## src/rtl/vstu_burst_tracker.sv

```systemverilog
// Completion tracker for vector stores on the AXI B channel.
// Each accepted store holds an entry that counts the AW bursts issued for it and
// the B responses returned for it. The store retires in order, reporting its id and a
// sticky error flag, only after it has issued its last burst and every burst is acknowledged.
module vstu_burst_tracker #(
    parameter int unsigned Depth    = 4,
    parameter int unsigned NrVInsn  = 8,
    parameter int unsigned CntWidth = 8,
    localparam int unsigned IdW     = (NrVInsn > 1) ? $clog2(NrVInsn) : 1
) (
    input  logic           clk_i,
    input  logic           rst_ni,
    input  logic           insn_valid_i,
    input  logic [IdW-1:0] insn_id_i,
    input  logic           insn_empty_i,
    output logic           insn_ready_o,
    input  logic           aw_valid_i,
    input  logic           aw_last_i,
    output logic           aw_ready_o,
    input  logic           b_valid_i,
    input  logic [1:0]     b_resp_i,
    output logic           b_ready_o,
    output logic           done_valid_o,
    output logic [IdW-1:0] done_id_o,
    output logic           done_err_o,
    output logic           pending_o
);

    localparam int unsigned PtrW = (Depth > 1) ? $clog2(Depth) : 1;
    localparam int unsigned CntW = PtrW + 1;

    logic [Depth-1:0]    valid_q;
    logic [Depth-1:0]    aw_done_q;
    logic [Depth-1:0]    err_q;
    logic [IdW-1:0]      id_q     [Depth];
    logic [CntWidth-1:0] issued_q [Depth];
    logic [CntWidth-1:0] acked_q  [Depth];

    logic [PtrW-1:0] wr_pnt_q;
    logic [PtrW-1:0] hd_pnt_q;
    logic [CntW-1:0] count_q;

    logic [PtrW-1:0] aw_pnt;
    logic            aw_exists;
    logic            accept;
    logic            aw_fire;
    logic            b_fire;
    logic            retire;

    // The AW target is found by scanning from the head, so zero-burst stores
    // (already aw_done at accept) are skipped without any extra cycle of latency.
    always_comb begin
        aw_pnt    = hd_pnt_q;
        aw_exists = 1'b0;
        for (int unsigned k = 0; k < Depth; k++) begin
            logic [PtrW-1:0] idx;
            idx = hd_pnt_q + PtrW'(k);
            if (!aw_exists && (CntW'(k) < count_q) && !aw_done_q[idx]) begin
                aw_pnt    = idx;
                aw_exists = 1'b1;
            end
        end
    end

    // Handshake readies and the retire decision, all from registered state.
    always_comb begin
        insn_ready_o = (count_q != CntW'(Depth));
        aw_ready_o   = aw_exists && (issued_q[aw_pnt] != '1);
        b_ready_o    = valid_q[hd_pnt_q] && (acked_q[hd_pnt_q] != issued_q[hd_pnt_q]);
        retire       = valid_q[hd_pnt_q] && aw_done_q[hd_pnt_q] &&
                       (acked_q[hd_pnt_q] == issued_q[hd_pnt_q]);
        accept       = insn_valid_i && insn_ready_o;
        aw_fire      = aw_valid_i && aw_ready_o;
        b_fire       = b_valid_i && b_ready_o;
        pending_o    = (count_q != '0);
    end

    // Entry table: accept writes the tail, AW bumps the AW target, B bumps the head, retire frees the head.
    always_ff @(posedge clk_i or negedge rst_ni) begin
        if (!rst_ni) begin
            valid_q   <= '0;
            aw_done_q <= '0;
            err_q     <= '0;
            for (int unsigned i = 0; i < Depth; i++) begin
                id_q[i]     <= '0;
                issued_q[i] <= '0;
                acked_q[i]  <= '0;
            end
        end else begin
            if (aw_fire) begin
                issued_q[aw_pnt] <= issued_q[aw_pnt] + CntWidth'(1);
                if (aw_last_i) aw_done_q[aw_pnt] <= 1'b1;
            end
            if (b_fire) begin
                acked_q[hd_pnt_q] <= acked_q[hd_pnt_q] + CntWidth'(1);
                err_q[hd_pnt_q]   <= err_q[hd_pnt_q] | b_resp_i[1];
            end
            if (retire) valid_q[hd_pnt_q] <= 1'b0;
            if (accept) begin
                valid_q[wr_pnt_q]   <= 1'b1;
                id_q[wr_pnt_q]      <= insn_id_i;
                issued_q[wr_pnt_q]  <= '0;
                acked_q[wr_pnt_q]   <= '0;
                aw_done_q[wr_pnt_q] <= insn_empty_i;
                err_q[wr_pnt_q]     <= 1'b0;
            end
        end
    end

    // Write/head pointers and occupancy count.
    always_ff @(posedge clk_i or negedge rst_ni) begin
        if (!rst_ni) begin
            wr_pnt_q <= '0;
            hd_pnt_q <= '0;
            count_q  <= '0;
        end else begin
            if (accept) wr_pnt_q <= wr_pnt_q + PtrW'(1);
            if (retire) hd_pnt_q <= hd_pnt_q + PtrW'(1);
            case ({accept, retire})
                2'b10:   count_q <= count_q + CntW'(1);
                2'b01:   count_q <= count_q - CntW'(1);
                default: count_q <= count_q;
            endcase
        end
    end

    // Registered completion report, one cycle after the retire.
    always_ff @(posedge clk_i or negedge rst_ni) begin
        if (!rst_ni) begin
            done_valid_o <= 1'b0;
            done_id_o    <= '0;
            done_err_o   <= 1'b0;
        end else begin
            done_valid_o <= retire;
            done_id_o    <= retire ? id_q[hd_pnt_q] : '0;
            done_err_o   <= retire && err_q[hd_pnt_q];
        end
    end

    // An AW burst with no store waiting for bursts is a protocol error upstream.
    aw_without_store : assert property (@(posedge clk_i) disable iff (!rst_ni)
        !(aw_valid_i && !aw_exists));

endmodule

```

## config.mk

```make
export PLATFORM = sky130hd
export DESIGN_NAME = vstu_burst_tracker
export DESIGN_NICKNAME = d
export VERILOG_FILES = /design/src/rtl/vstu_burst_tracker.sv
export SDC_FILE = /design/constraint.sdc
export NUM_CORES = 1
export LEC_CHECK = 0
export ABC_AREA = 0
export CELL_PAD_IN_SITES_DETAIL_PLACEMENT = 1
export CELL_PAD_IN_SITES_GLOBAL_PLACEMENT = 1
export CORE_MARGIN = 2
export CORE_UTILIZATION = 25
export CTS_CLUSTER_DIAMETER = 100
export CTS_CLUSTER_SIZE = 25
export DETAILED_ROUTE_END_ITERATION = 16
export PLACE_DENSITY = 0.5
export SLEW_MARGIN = 20
export SYNTH_ARGS = -nofsm -noshare
export SYNTH_HDL_FRONTEND = slang
export SYNTH_SLANG_ARGS = --single-unit
```

## constraint.sdc

```tcl
create_clock -name clk_i -period 4.9 [get_ports clk_i]
set_input_delay 1.225 -clock clk_i [delete_from_list [all_inputs] [get_ports clk_i]]
set_output_delay 1.225 -clock clk_i [all_outputs]
set_load 0.005 [all_outputs]
```

==> results list <==
- CP Launch Type: flop
- In this run the standard cell core region covers 0.0225 mm2.
* Maximum VDD drop: 0.000207 V
* Pin count of the biggest net entering global routing: 71
- Of all flip-flops after synthesis, the portion carrying an async set or reset was 1.00.
* Nets in the synthesized netlist: 560
- Hold is met by 0.480 ns.
* Die Height: 155 um
* Relative slew slack: 0.377
- For this run, the register share of the synthesized area comes to 0.439.
- Via/cell ratio: 4.90
- I/O Buffers: 19
- From synthesis to final layout, the design area changed by 18.4%.
- Run status: finished, final reports clean
* Synthesized area divided by synthesized cell count: 10.7 um2
- The critical path is of the flop to output pin type.
- Across all layers, the routed design uses 4257 vias.
- The cell sitting at the root of the clock tree is a clkbuf_16.
- Netlist area before placement: 0.00570 mm2
- Portion of the clock cycle consumed by the worst path in the final layout: 0.987
- TritonCTS built the clock tree.
* Number of H-tree levels: 3
- Yosys reg bits: 100
* Endpoint type of the worst setup path: output pin
- Once layout is complete, the cells apart from fillers number 869.
* Final-report hold violation count: 0
- Leading cell type in the layout, fill and taps excluded: dfrtp_1
* Syn Inst Count: 534
- Worst min-delay path class: flop to flop
* Clock transition at the register clock pins on the worst setup and hold paths after CTS: 0.08 ns
- Post-synth cell types: 50
- Final worst setup slack: 0.0625 ns
* Global-route usage over all layers: 0.149
- The initial utilization of the core area, before any placement, comes to 0.253.
- The number of antenna violations at the first check in global routing is 0.
- In the synthesized netlist the dominant register cell turns out to be dfrtp_1.
- The tool flagged a number of max-cap violations equal to 0.
* Number of enable flip-flop cells after synthesis: 0
- In this run the worst path has a maximum fanout of 5.
- For the worst-skew pair, the clock arrives at the later sink with an insertion delay of 0.35 ns.
* Max-slew violation total from the final report: 0
* Total cell area at the placement stage: 0.00639 mm2
- ANT cells: 0
- At the end of routability-driven placement, the weighted congestion stood at 0.771.
- Counting every sink on the clock net gives 100.
* Post-detailed-route count of antenna-violating nets: 0
* Setup slack at placement: -0.0424 ns
- After detailed placement, the design holds a cell count of 847.
* Overall die area: 0.0240 mm2
- Between clock sinks in the finished design, the worst skew comes to 0.00735 ns.
- Summed over all layers, the global routing overflow is 0.
- The first global-routing pass estimated 27.4 mm of wire.
- Data on the critical path arrives at its endpoint at 3.61 ns.
- Total iterations of the first detailed-routing run: 4
- Final setup viols: 0
* Max Clk Rate: 207 MHz
- Row count: 55
* Via count of the first global-routing pass: 4685
- Cell depth of the worst flop-to-flop path: 15
* Slew at the pin closest to its max-slew limit: 0.935 ns
- Yosys printed 0 warnings.
- Fill cell total of the finished layout: 2537
- The finished cells cover 0.00675 mm2.
- In the layout the commonest cells are 99 x dfrtp_1, 77 x nor2_1, 65 x nand2_1.
- Detailed placement ended at an HPWL of 11.6 mm.
- Total power divided by cell area: 510 mW/mm2
- Number of ports placed on the die boundary: 21
- Final wirelength: 17.0 mm
* Leakage Power: 3.22 nW
* Setup repair after global routing missed its margin: yes
* Max Buffers Root-to-Sink: 2
* Width of the die: 155 um
- Counting I/O delays and the setup requirement, the final critical path takes 4.84 ns.
* Num CTS Buffers: 9
- Number of design rule violations left after detail routing: 0
* Initial DRC Count: 150
- Layout net count: 605
- For the worst setup path, the data required time is 3.67 ns.
- Measured on the finished design, the core utilization comes to 0.300.
- Dividing the detail-routed wire length by the instance count gives 19.6 um.
- Share of layout cells above drive strength 1: 0.190
- Hold-critical path depth: 2
-- where the power goes --
part / switching [W] / internal, W / leakage [nW]
Sequential: 0.000162 / 0.000962 / 1.28
Combinational: 0.000831 / 0.000782 / 1.80
Clock: 0.000351 / 0.000354 / 0.142
Total: 0.00134 / 0.00210 / 3.22
-- flip-flops by register name, summed over array words and instances, names as in the netlist --
register      count
id_q             12
done_id_o         3
count_q           3
err_q             4
wr_pnt_q          2
done_err_o        1
acked_q          32
valid_q           4
done_valid_o      1
hd_pnt_q          2
issued_q         32
aw_done_q         4
-- metrics by stage --
stage	total power (W)	TNS, ns
floorplan	0.00216	0
global placement	0.00261	0
detailed placement	0.00266	-0.0424
CTS	0.00343	0
global route	0.00368	-0.0819
finish	0.00344	0
-- cells in the mapped netlist, types with 2 or more instances --
library cell / count / area share
buf_2: 3 / 0.0026
and3_1: 11 / 0.012
o21a_1: 2 / 0.0026
and2_1: 2 / 0.0022
nand3_1: 7 / 0.0061
dfrtp_1: 100 / 0.44
buf_4: 4 / 0.0053
nand4_1: 3 / 0.0033
ha_1: 14 / 0.031
nor4_1: 3 / 0.0033
nand2_1: 65 / 0.043
a21oi_1: 21 / 0.018
nor2b_1: 4 / 0.0044
o21ai_0: 17 / 0.015
mux2i_1: 62 / 0.11
nor3_1: 6 / 0.0053
o311a_1: 5 / 0.0088
nor2_1: 79 / 0.052
mux2_2: 8 / 0.016
a21o_1: 6 / 0.0079
xnor2_1: 9 / 0.014
a211oi_1: 5 / 0.0066
xor2_1: 13 / 0.020
mux4_2: 25 / 0.099
inv_1: 13 / 0.0086
buf_1: 7 / 0.0046
a41oi_1: 2 / 0.0031
clkbuf_1: 8 / 0.0053
a31oi_1: 9 / 0.0099
-- critical path, cell delays in order, from the launching register on --
cell      delay [ns]
dfrtp_2         0.38
inv_2           0.05
ha_4            0.27
mux4_2          0.54
o22a_1          0.27
a221o_2         0.39
and2_4          0.20
mux2i_1         0.12
mux2_4          0.29
inv_4           0.07
ha_4            0.15
o311ai_4        0.10
o31a_1          0.29
buf_2           0.14
-- cell families (layout without fill, tap and decap cells) --
group,after synthesis,count (layout),share of synthesized area
buffers and inverters,38,88,0.0344
DFF,100,100,0.439
adders and majority gates,14,14,0.0307
xor gates and xnor gates,22,22,0.0338
AOI/OAI and AO/OA,75,75,0.0862
and+or+nand+nor,188,188,0.145
muxes,97,97,0.231
-- what timing repair did --
action                     in CTS  in global routing
setup buffers                   3                  3
setup endpoints to repair       1                  1
hold buffers                    0                  0
cloned                          0                  0
resized for setup              11                  6
pin swaps                       4                  3
-- worst paths after layout --
kind,start,to,slack [ns]
max,hd_pnt_q[0]$_DFFE_PN0P_,aw_ready_o,0.06
min,id_q[11]$_DFFE_PN0P_,id_q[11]$_DFFE_PN0P_,0.48
max reg2reg,hd_pnt_q[0]$_DFFE_PN0P_,issued_q[7]$_DFF_PN0_,0.70
min reg2reg,id_q[11]$_DFFE_PN0P_,id_q[11]$_DFFE_PN0P_,0.48
max in group asynchronous,rst_ni,hd_pnt_q[0]$_DFFE_PN0P_,2.91
min in group asynchronous,rst_ni,done_err_o$_DFF_PN0_,1.01
-- per-layer routing --
layer | track usage | share of wire
met5 | 0 | 0
met1 | 0.193 | 0.46
met3 | 0.0253 | 0.018
met4 | 0.0304 | 0.0092
met2 | 0.263 | 0.51
-- final cells by class --
cell class                      instances  area, um2  area share
Clock buffer                            9        225      0.0333
Tap cell                              285        357      0.0528
Clock inverter                          7       56.3     0.00834
Inverter                               13       53.8     0.00797
Multi-Input combinational cell        396       3070       0.454
Sequential cell                       100       2500       0.371
Timing Repair Buffer                   59        490      0.0726
No activity file was read; power rests on OpenSTA's default activity.
